===== config.mk =====
export PLATFORM = sky130hd
export DESIGN_NAME = branch_predictor_bht_flat
export DESIGN_NICKNAME = d
export VERILOG_FILES = /design/src/rtl/branch_predictor_bht_if.sv /design/src/rtl/branch_predictor_bht.sv /design/src/flat_wrapper.sv
export SDC_FILE = /design/constraint.sdc
export NUM_CORES = 1
export LEC_CHECK = 0
export ABC_CLOCK_PERIOD_IN_PS = 5500
export BUFFER_PORTS_ARGS = -buffer_cell sky130_fd_sc_hd__buf_2
export CAP_MARGIN = 20
export CELL_PAD_IN_SITES_DETAIL_PLACEMENT = 0
export CELL_PAD_IN_SITES_GLOBAL_PLACEMENT = 1
export CORE_UTILIZATION = 45
export CTS_CLUSTER_DIAMETER = 120
export DETAILED_ROUTE_END_ITERATION = 10
export PLACE_DENSITY = 0.81
export REMOVE_ABC_BUFFERS = 1
export SYNTH_ARGS = -nofsm -noshare
export SYNTH_HDL_FRONTEND = slang
export SYNTH_SLANG_ARGS = --single-unit
export TNS_END_PERCENT = 10

===== constraint.sdc =====
create_clock -name clk -period 5.5 [get_ports clk]
set_clock_uncertainty 0.15 [all_clocks]
set_input_delay 0.275 -clock clk [delete_from_list [all_inputs] [get_ports clk]]
set_output_delay 0.275 -clock clk [all_outputs]
set_load 0.005 [all_outputs]

===== src/rtl/branch_predictor_bht_if.sv =====
// Fetch/resolve bus between the MIPS pipeline and the branch predictor.
//   pcF, predTakenF, predIdxF          : IF-stage prediction lookup
//   BranchD, stallD, shouldBranchD,
//   predTakenD, idxD, mispredictD      : ID-stage resolve/update and mispredict report
// master = pipeline side, slave = predictor side.
interface branch_predictor_bht_if #(
    parameter int IDX_W = 6
);
    logic [31:0]      pcF;
    logic             predTakenF;
    logic [IDX_W-1:0] predIdxF;
    logic             BranchD;
    logic             stallD;
    logic             shouldBranchD;
    logic             predTakenD;
    logic [IDX_W-1:0] idxD;
    logic             mispredictD;

    modport master (
        output pcF, BranchD, stallD, shouldBranchD, predTakenD, idxD,
        input  predTakenF, predIdxF, mispredictD
    );

    modport slave (
        input  pcF, BranchD, stallD, shouldBranchD, predTakenD, idxD,
        output predTakenF, predIdxF, mispredictD
    );
endinterface


===== src/rtl/branch_predictor_bht.sv =====
// Fetch-stage dynamic branch predictor: table of 2-bit saturating counters
// indexed by PC word bits, read combinationally at IF, trained by the resolved
// outcome from ID. Reports mispredicts for the hazard unit and keeps
// saturating branch/miss statistics.
// Ports:
//   clk, rst_n      : clock, asynchronous active-low reset
//   bus (slave)     : fetch lookup and ID resolve signals (see interface)
//   nBranch, nMiss  : resolved-branch and mispredict counts (saturating)
// Optional feature: define BP_GSHARE_EN to XOR a non-speculative global
// history register into the fetch index (gshare). Undefined = plain bimodal.
// The interface instance must be built with the same IDX_W as this module.
module branch_predictor_bht #(
    parameter int IDX_W  = 6,
    parameter int HIST_W = 6,
    parameter int CNT_W  = 16
) (
    input  logic                  clk,
    input  logic                  rst_n,
    branch_predictor_bht_if.slave bus,
    output logic [CNT_W-1:0]      nBranch,
    output logic [CNT_W-1:0]      nMiss
);
    localparam int         ENTRIES = 1 << IDX_W;
    localparam logic [1:0] SN = 2'b00;
    localparam logic [1:0] WN = 2'b01;
    localparam logic [1:0] ST = 2'b11;

    logic [1:0]       tbl [ENTRIES];
    logic [IDX_W-1:0] base_idx;
    logic             upd;
    logic             unused_pc_bits;

    assign base_idx       = bus.pcF[IDX_W+1:2];
    assign unused_pc_bits = ^{bus.pcF[31:IDX_W+2], bus.pcF[1:0]};

`ifdef BP_GSHARE_EN
    // History only advances on resolved branches, so no repair is needed;
    // the update always targets the index carried down the pipe (idxD).
    logic [HIST_W-1:0] ghr;

    always_ff @(posedge clk or negedge rst_n) begin
        if (!rst_n)
            ghr <= '0;
        else if (upd)
            ghr <= HIST_W'({ghr, bus.shouldBranchD});
    end

    assign bus.predIdxF = base_idx ^ IDX_W'(ghr);
`else
    assign bus.predIdxF = base_idx;
`endif

    // No bypass: a same-cycle update of this entry is seen next cycle.
    assign bus.predTakenF  = tbl[bus.predIdxF][1];

    assign upd             = bus.BranchD & ~bus.stallD;
    assign bus.mispredictD = upd & (bus.predTakenD ^ bus.shouldBranchD);

    always_ff @(posedge clk or negedge rst_n) begin
        if (!rst_n) begin
            for (int i = 0; i < ENTRIES; i++)
                tbl[i] <= WN;
        end else if (upd) begin
            if (bus.shouldBranchD && tbl[bus.idxD] != ST)
                tbl[bus.idxD] <= tbl[bus.idxD] + 2'd1;
            else if (!bus.shouldBranchD && tbl[bus.idxD] != SN)
                tbl[bus.idxD] <= tbl[bus.idxD] - 2'd1;
        end
    end

    always_ff @(posedge clk or negedge rst_n) begin
        if (!rst_n) begin
            nBranch <= '0;
            nMiss   <= '0;
        end else if (upd) begin
            if (nBranch != '1)
                nBranch <= nBranch + 1'b1;
            if (bus.mispredictD && nMiss != '1)
                nMiss <= nMiss + 1'b1;
        end
    end
endmodule


===== src/flat_wrapper.sv =====
// flat-port wrapper written by rule: the top's interface ports become plain ports
module branch_predictor_bht_flat 
#(
    parameter int IDX_W  = 6,
    parameter int HIST_W = 6,
    parameter int CNT_W  = 16
)
  (clk, rst_n, nBranch, nMiss, bus_pcF, bus_BranchD, bus_stallD, bus_shouldBranchD, bus_predTakenD, bus_idxD, bus_predTakenF, bus_predIdxF, bus_mispredictD);
  branch_predictor_bht_if #(.IDX_W(IDX_W)) bus_i ();
  input  logic clk;
  input  logic rst_n;
  output logic [CNT_W-1:0] nBranch;
  output logic [CNT_W-1:0] nMiss;
  input wire logic [$bits(bus_i.pcF)-1:0] bus_pcF;
  input wire logic [$bits(bus_i.BranchD)-1:0] bus_BranchD;
  input wire logic [$bits(bus_i.stallD)-1:0] bus_stallD;
  input wire logic [$bits(bus_i.shouldBranchD)-1:0] bus_shouldBranchD;
  input wire logic [$bits(bus_i.predTakenD)-1:0] bus_predTakenD;
  input wire logic [$bits(bus_i.idxD)-1:0] bus_idxD;
  output wire logic [$bits(bus_i.predTakenF)-1:0] bus_predTakenF;
  output wire logic [$bits(bus_i.predIdxF)-1:0] bus_predIdxF;
  output wire logic [$bits(bus_i.mispredictD)-1:0] bus_mispredictD;
  assign bus_i.pcF = bus_pcF;
  assign bus_i.BranchD = bus_BranchD;
  assign bus_i.stallD = bus_stallD;
  assign bus_i.shouldBranchD = bus_shouldBranchD;
  assign bus_i.predTakenD = bus_predTakenD;
  assign bus_i.idxD = bus_idxD;
  assign bus_predTakenF = bus_i.predTakenF;
  assign bus_predIdxF = bus_i.predIdxF;
  assign bus_mispredictD = bus_i.mispredictD;
  branch_predictor_bht #(.IDX_W(IDX_W), .HIST_W(HIST_W), .CNT_W(CNT_W)) u_core (.clk(clk), .rst_n(rst_n), .bus(bus_i), .nBranch(nBranch), .nMiss(nMiss));
endmodule

# ---- After elaboration in Yosys (flattened, before gate mapping)
# Cells that the tools add are included.
dict set report totals {
  mem_count 0
  input_bits 44
  wordCells 104
  output_inout_bits 40
  ramBits 0
  latchBits 0
  romBits 0
  ff_bits 160
}
dict set report op_classes {
  reduce_logical 10
  shifts 0
  order_cmp 3
  n_mux 12
  eq_ne 3
  add_sub_neg 4
  multipliers 0
  div_mod_pow 0
  bitwise 6
}
# operator n
set ops {}
lappend ops {{$bwmux 128} 2}
lappend ops {{$mux 128} 2}
lappend ops {{$add 16x1->16 const B} 2}
lappend ops {{$ne 16x16->1 const B} 2}
lappend ops {{$bmux 2 s6} 2}
lappend ops {{$ge 7x7->1 const B} 2}
lappend ops {{$not 6->7} 2}
lappend ops {{$demux 2 s6} 1}
lappend ops {{$mux 2} 5}
lappend ops {{$lt 7x1->1 const B} 1}
lappend ops {{$reduce_and 2->1} 3}
lappend ops {{$logic_and 1x1->1} 4}
lappend ops {{$reduce_bool 2->1} 2}
lappend ops {{$add 2x1->2 const B} 1}
lappend ops {{$and 1x1->1} 2}
lappend ops {{$ne 2x2->1 const B} 1}
lappend ops {{$sub 2x1->2 const B} 1}
lappend ops {{$logic_not 1->1} 1}
lappend ops {{$not 1->1} 1}
lappend ops {{$xor 1x1->1} 1}

# ---- Longest topological paths before layout
dict set report logic_depth {
  word_depth 8
  ltp_mapped 15
  ltp_nobuf 11
}

# ---- Least setup slack after synthesis
# Ideal clock, no wire load.
dict set report synth_path {
  path_kind {input to register}
  from {input port bus_idxD[0]}
  to {register u_core.tbl[103] in the netlist's numbering}
  path_buffers 3
  setup_time_ns 0.125
  slack_ns 2.180
  arrival_ns 3.045
  required_time_ns 5.225
  path_stages 14
  cell_sequence {buf_6 -> buf_4 -> nor2b_1 -> a221oi_1 -> or3_1 -> and3_1 -> and4_1 -> ha_1 -> mux2i_1 -> and3_1 -> clkbuf_1 -> nand2_1 -> nor3_1 -> mux2_2}
}
dict set report synth_via {
  elab_chain_cells 8
  word_cells_on_any_way 21
  classes_between {add/sub: 2; order compare: 2; eq/ne: 1; mux: 9; bitwise: 1; reduce/logical: 6}
}
# item line
set synth_rtl {}
lappend synth_rtl {{start: declaration} flat_wrapper.sv:19} ;# input wire logic [$bits(bus_i.idxD)-1:0] bus_idxD;
lappend synth_rtl {{$not 6->7 (implied by the code) *} n/a}
lappend synth_rtl {{$bmux 2 s6, or another cell as far along} n/a}
lappend synth_rtl {{$mux 2 (implied by the code) or $logic_and 1x1->1 (tied branches)} n/a}
lappend synth_rtl {{$mux 2, on equally long branches} n/a}
lappend synth_rtl {{$sub 2x1->2, or another cell as far along} branch_predictor_bht.sv:67} ;# tbl[bus.idxD] <= tbl[bus.idxD] - 2'd1;
lappend synth_rtl {{$bwmux 128, or another cell as far along} branch_predictor_bht.sv:67}
lappend synth_rtl {{$mux 128 or $reduce_bool 2->1 (tied branches)} n/a}
lappend synth_rtl {{$mux 128 or $reduce_and 2->1 (tied branches)} n/a}
lappend synth_rtl {{end signal: indexed assignment} branch_predictor_bht.sv:65} ;# tbl[bus.idxD] <= tbl[bus.idxD] + 2'd1;
lappend synth_rtl {{end signal: indexed assignment} branch_predictor_bht.sv:67}
lappend synth_rtl {{end: declaration} branch_predictor_bht.sv:28} ;# logic [1:0] tbl [ENTRIES];
# Every way passes the cells marked *; elsewhere a longest branch is shown, timed or not. The select of a mux whose other input is x is not followed.
# A chain may end at the register's enable or synchronous reset.

# ---- Final worst setup path
dict set report layout_path {
  from {input port bus_idxD[0]}
  to {register u_core.tbl[37] in the netlist's numbering}
}
# Same word-level chain as after synthesis.

==> run summary <==
Hold_ws: 0.138 ns
Total global-route track usage: 23.9%
Root buf cell: clkbuf_16
CP Class: in -> reg
Seq cells post-synth: 160
Share of post-route cells with drive strength above 1: 45.7%
RSZ-0062 raised after global routing: false
Routed Antenna Nets: 0
Hold Startpoint: bus_stallD
Synth top area share: 28.3%
Post-cts resize count: 0
Peak per-stage delay on the critical path: 0.62 ns
CP Capture Type: flop
Drt wl/cell: 22.2 µm
H-tree levels: 4
Final wirelength: 21700 µm
Ys Warns: 0
WP data arrival: 4.36 ns
RePlAce Congestion: 0.858
Crit Reg-Reg Endpoint: u_core.tbl[37]$_DFFE_PN0P_
ANT cells: 0
Crit Path Max Fanout: 29
Clock Latency Late Sink: 0.44 ns
Die height: 139 µm
Fin crit period: 4.19 ns
CTS Buf Count: 17
Final hold violations: 0
Final setup fails: 0
Hold WC Path Type: in -> reg
Nets: 786
Residual DRC: 0
Worst reg2reg path depth: 11
Post-synth EDFFs: 0
Drt first pass iters: 7
Area leader, netlist: dfrtp_1
IO Port Bufs: 57
Cell repeated most along the worst path: nor2_1
Vias in the first global route: 6313
CTS sink cnt: 160
CTS tree: built
Max-slew violations: 0
Max Fclk: 0.239 GHz
Setup slack, reg-to-reg: 1.62 ns
Synth top area cells: dfrtp_1 28%, dfstp_2 20%, mux2_2 18%
Slew @ Worst Pin: 0.895 ns
Core Region: 18200 µm²
Post-placement cell count: 947
Synthesized area: 8500 µm²
Most used DFF post-synth: dfrtp_1
CTS Buffer Depth: 2
Row count: 49
Die ar.: 19400 µm²
Commonest non-fill, non-tap cell in the layout: mux2_2
Seq/Total Area, Yosys: 48.0%
WHS Endpoint: u_core.nBranch[12]$_DFFE_PN0P_
Final Instance Area: 9660 µm²
Outcome: complete, no violations
Period utilization: 76.2%
Most frequent cells in the layout: 138 x mux2_2, 96 x dfrtp_1, 64 x dfstp_2
Syn avg cell area: 12.4 µm²
Hold path cells: 4
Ys async rst share: 100%
HPWL after DPL: 14800 µm
Final setup TNS: 0 ns
Critical Path Source Type: primary input
Pin count of the biggest net entering global routing: 89
P_leak: 4.24 nW
Cells after Synth: 684
VDD IR max: 0.000212 V
Critical Path Start: bus_idxD[0]
Required @ worst endpoint: 5.67 ns
CP cell instances: buf_2, clkinv_1, mux2i_4, nor2_1, a21oi_4, and4_1, ha_1, mux2i_1, and3_1, nand2_1, nor2_1, mux2_2
Finished Layout Cells: 980
Antenna violations before repair: 0
Power Density: 344 nW/µm²
CTS clock-pin slew for the worst setup and hold paths: 0.06 ns
Max_cap viols: 0
Post-synthesis cell type count: 58
GR Overflow Total: 0
Initial Utilization: 46.7%
Final Util: 53.0%
I/O pin count: 84
Die width: 139 µm
Max_slew headroom: 40.4%
Vias per Instance: 6.16
Fill cell count: 1543
Area growth, synth to finish: 13.6%
First-pass GRT wire length: 35100 µm
First DRT Iteration DRCs: 507
Worst path slowest cell: clkinv_1
Placed cell area: 8970 µm²
DR vias: 6036
## cells in the mapped netlist (all sizes together) (13+ instances only)
| cell type | instances |
|---|---|
| dfstp | 64 |
| nand3 | 14 |
| clkbuf | 13 |
| nor2 | 56 |
| a221oi | 16 |
| dfrtp | 96 |
| buf | 26 |
| nand2 | 61 |
| mux2 | 139 |
| mux2i | 15 |
| xnor2 | 19 |
| mux4 | 29 |
## power by group
| part | switching, W | internal [W] | leakage, nW |
|---|---|---|---|
| Sequential | 0.000118 | 0.00136 | 1.96 |
| Combinational | 0.000244 | 0.000238 | 1.96 |
| Clock | 0.000498 | 0.000867 | 0.317 |
| Total | 0.000860 | 0.00246 | 4.24 |
## critical path, delay by kind of cell
| family | cells | cell delay, ns |
|---|---|---|
| AOI/OAI and AO/OA | 1 | 0.12 |
| muxes | 3 | 1.00 |
| and+or+nand+nor | 5 | 1.60 |
| adders and majority gates | 1 | 0.20 |
| buffers and inverters | 2 | 1.15 |
## layer usage
metal	up-vias	GRT usage, %	share of wire (%)
li1	2623	-	-
met1	3112	31.7	43
met2	257	37.3	47
met3	44	5.68	7.0
met4	0	10.6	2.9
met5	-	0	0
## layout make-up
| type | count | area (µm²) | share of cell area (%) |
|---|---|---|---|
| multi-input cells | 474 | 4150 | 43.0 |
| well taps | 229 | 287 | 2.97 |
| clock buffers | 20 | 447 | 4.62 |
| clock inverters | 12 | 229 | 2.37 |
| repair buffers | 74 | 422 | 4.37 |
| flip-flops and latches | 160 | 4080 | 42.3 |
| inverters | 11 | 41.3 | 0.427 |
## repair_timing
item,in CTS,in global routing
hold buffers,1,0
hold endpoints to repair,43,0
setup buffers,0,0
## how the worst max path moves through the flow
| stage | to | slack, ns | depth (start not counted) |
|---|---|---|---|
| floorplan | u_core.tbl[101]$_DFFE_PN0P_ | 1.12 | 8 |
| finish | u_core.tbl[37]$_DFFE_PN0P_ | 1.31 | 12 |
| detailed placement | u_core.tbl[37]$_DFFE_PN0P_ | 0.92 | 12 |
| global route | u_core.tbl[37]$_DFFE_PN0P_ | 1.10 | 13 |
| global placement | u_core.tbl[37]$_DFFE_PN0P_ | 1.0 | 13 |
| CTS | u_core.tbl[37]$_DFFE_PN0P_ | 1.32 | 12 |
## kinds of logic (layout without fill, tap and decap cells)
family / Yosys count / after routing / share of synthesized area [%]
simple gates: 195 / 195 / 10.8
mux: 183 / 183 / 28.1
flops: 160 / 160 / 48.0
compound gates: 62 / 62 / 6.11
buf+inv: 50 / 117 / 3.24
xor+xnor: 30 / 30 / 3.09
fa+ha+maj: 4 / 4 / 0.589
## through the flow
step           worst slack, ns  total power (W)
3_5_place_dp             0.922          0.00197
6_report                  1.31          0.00332
4_1_cts                   1.32          0.00333
3_3_place_gp             0.998          0.00194
5_1_grt                   1.10          0.00345
2_1_floorplan             1.12          0.00175
Note: power is estimated with default switching activity, not from simulation.
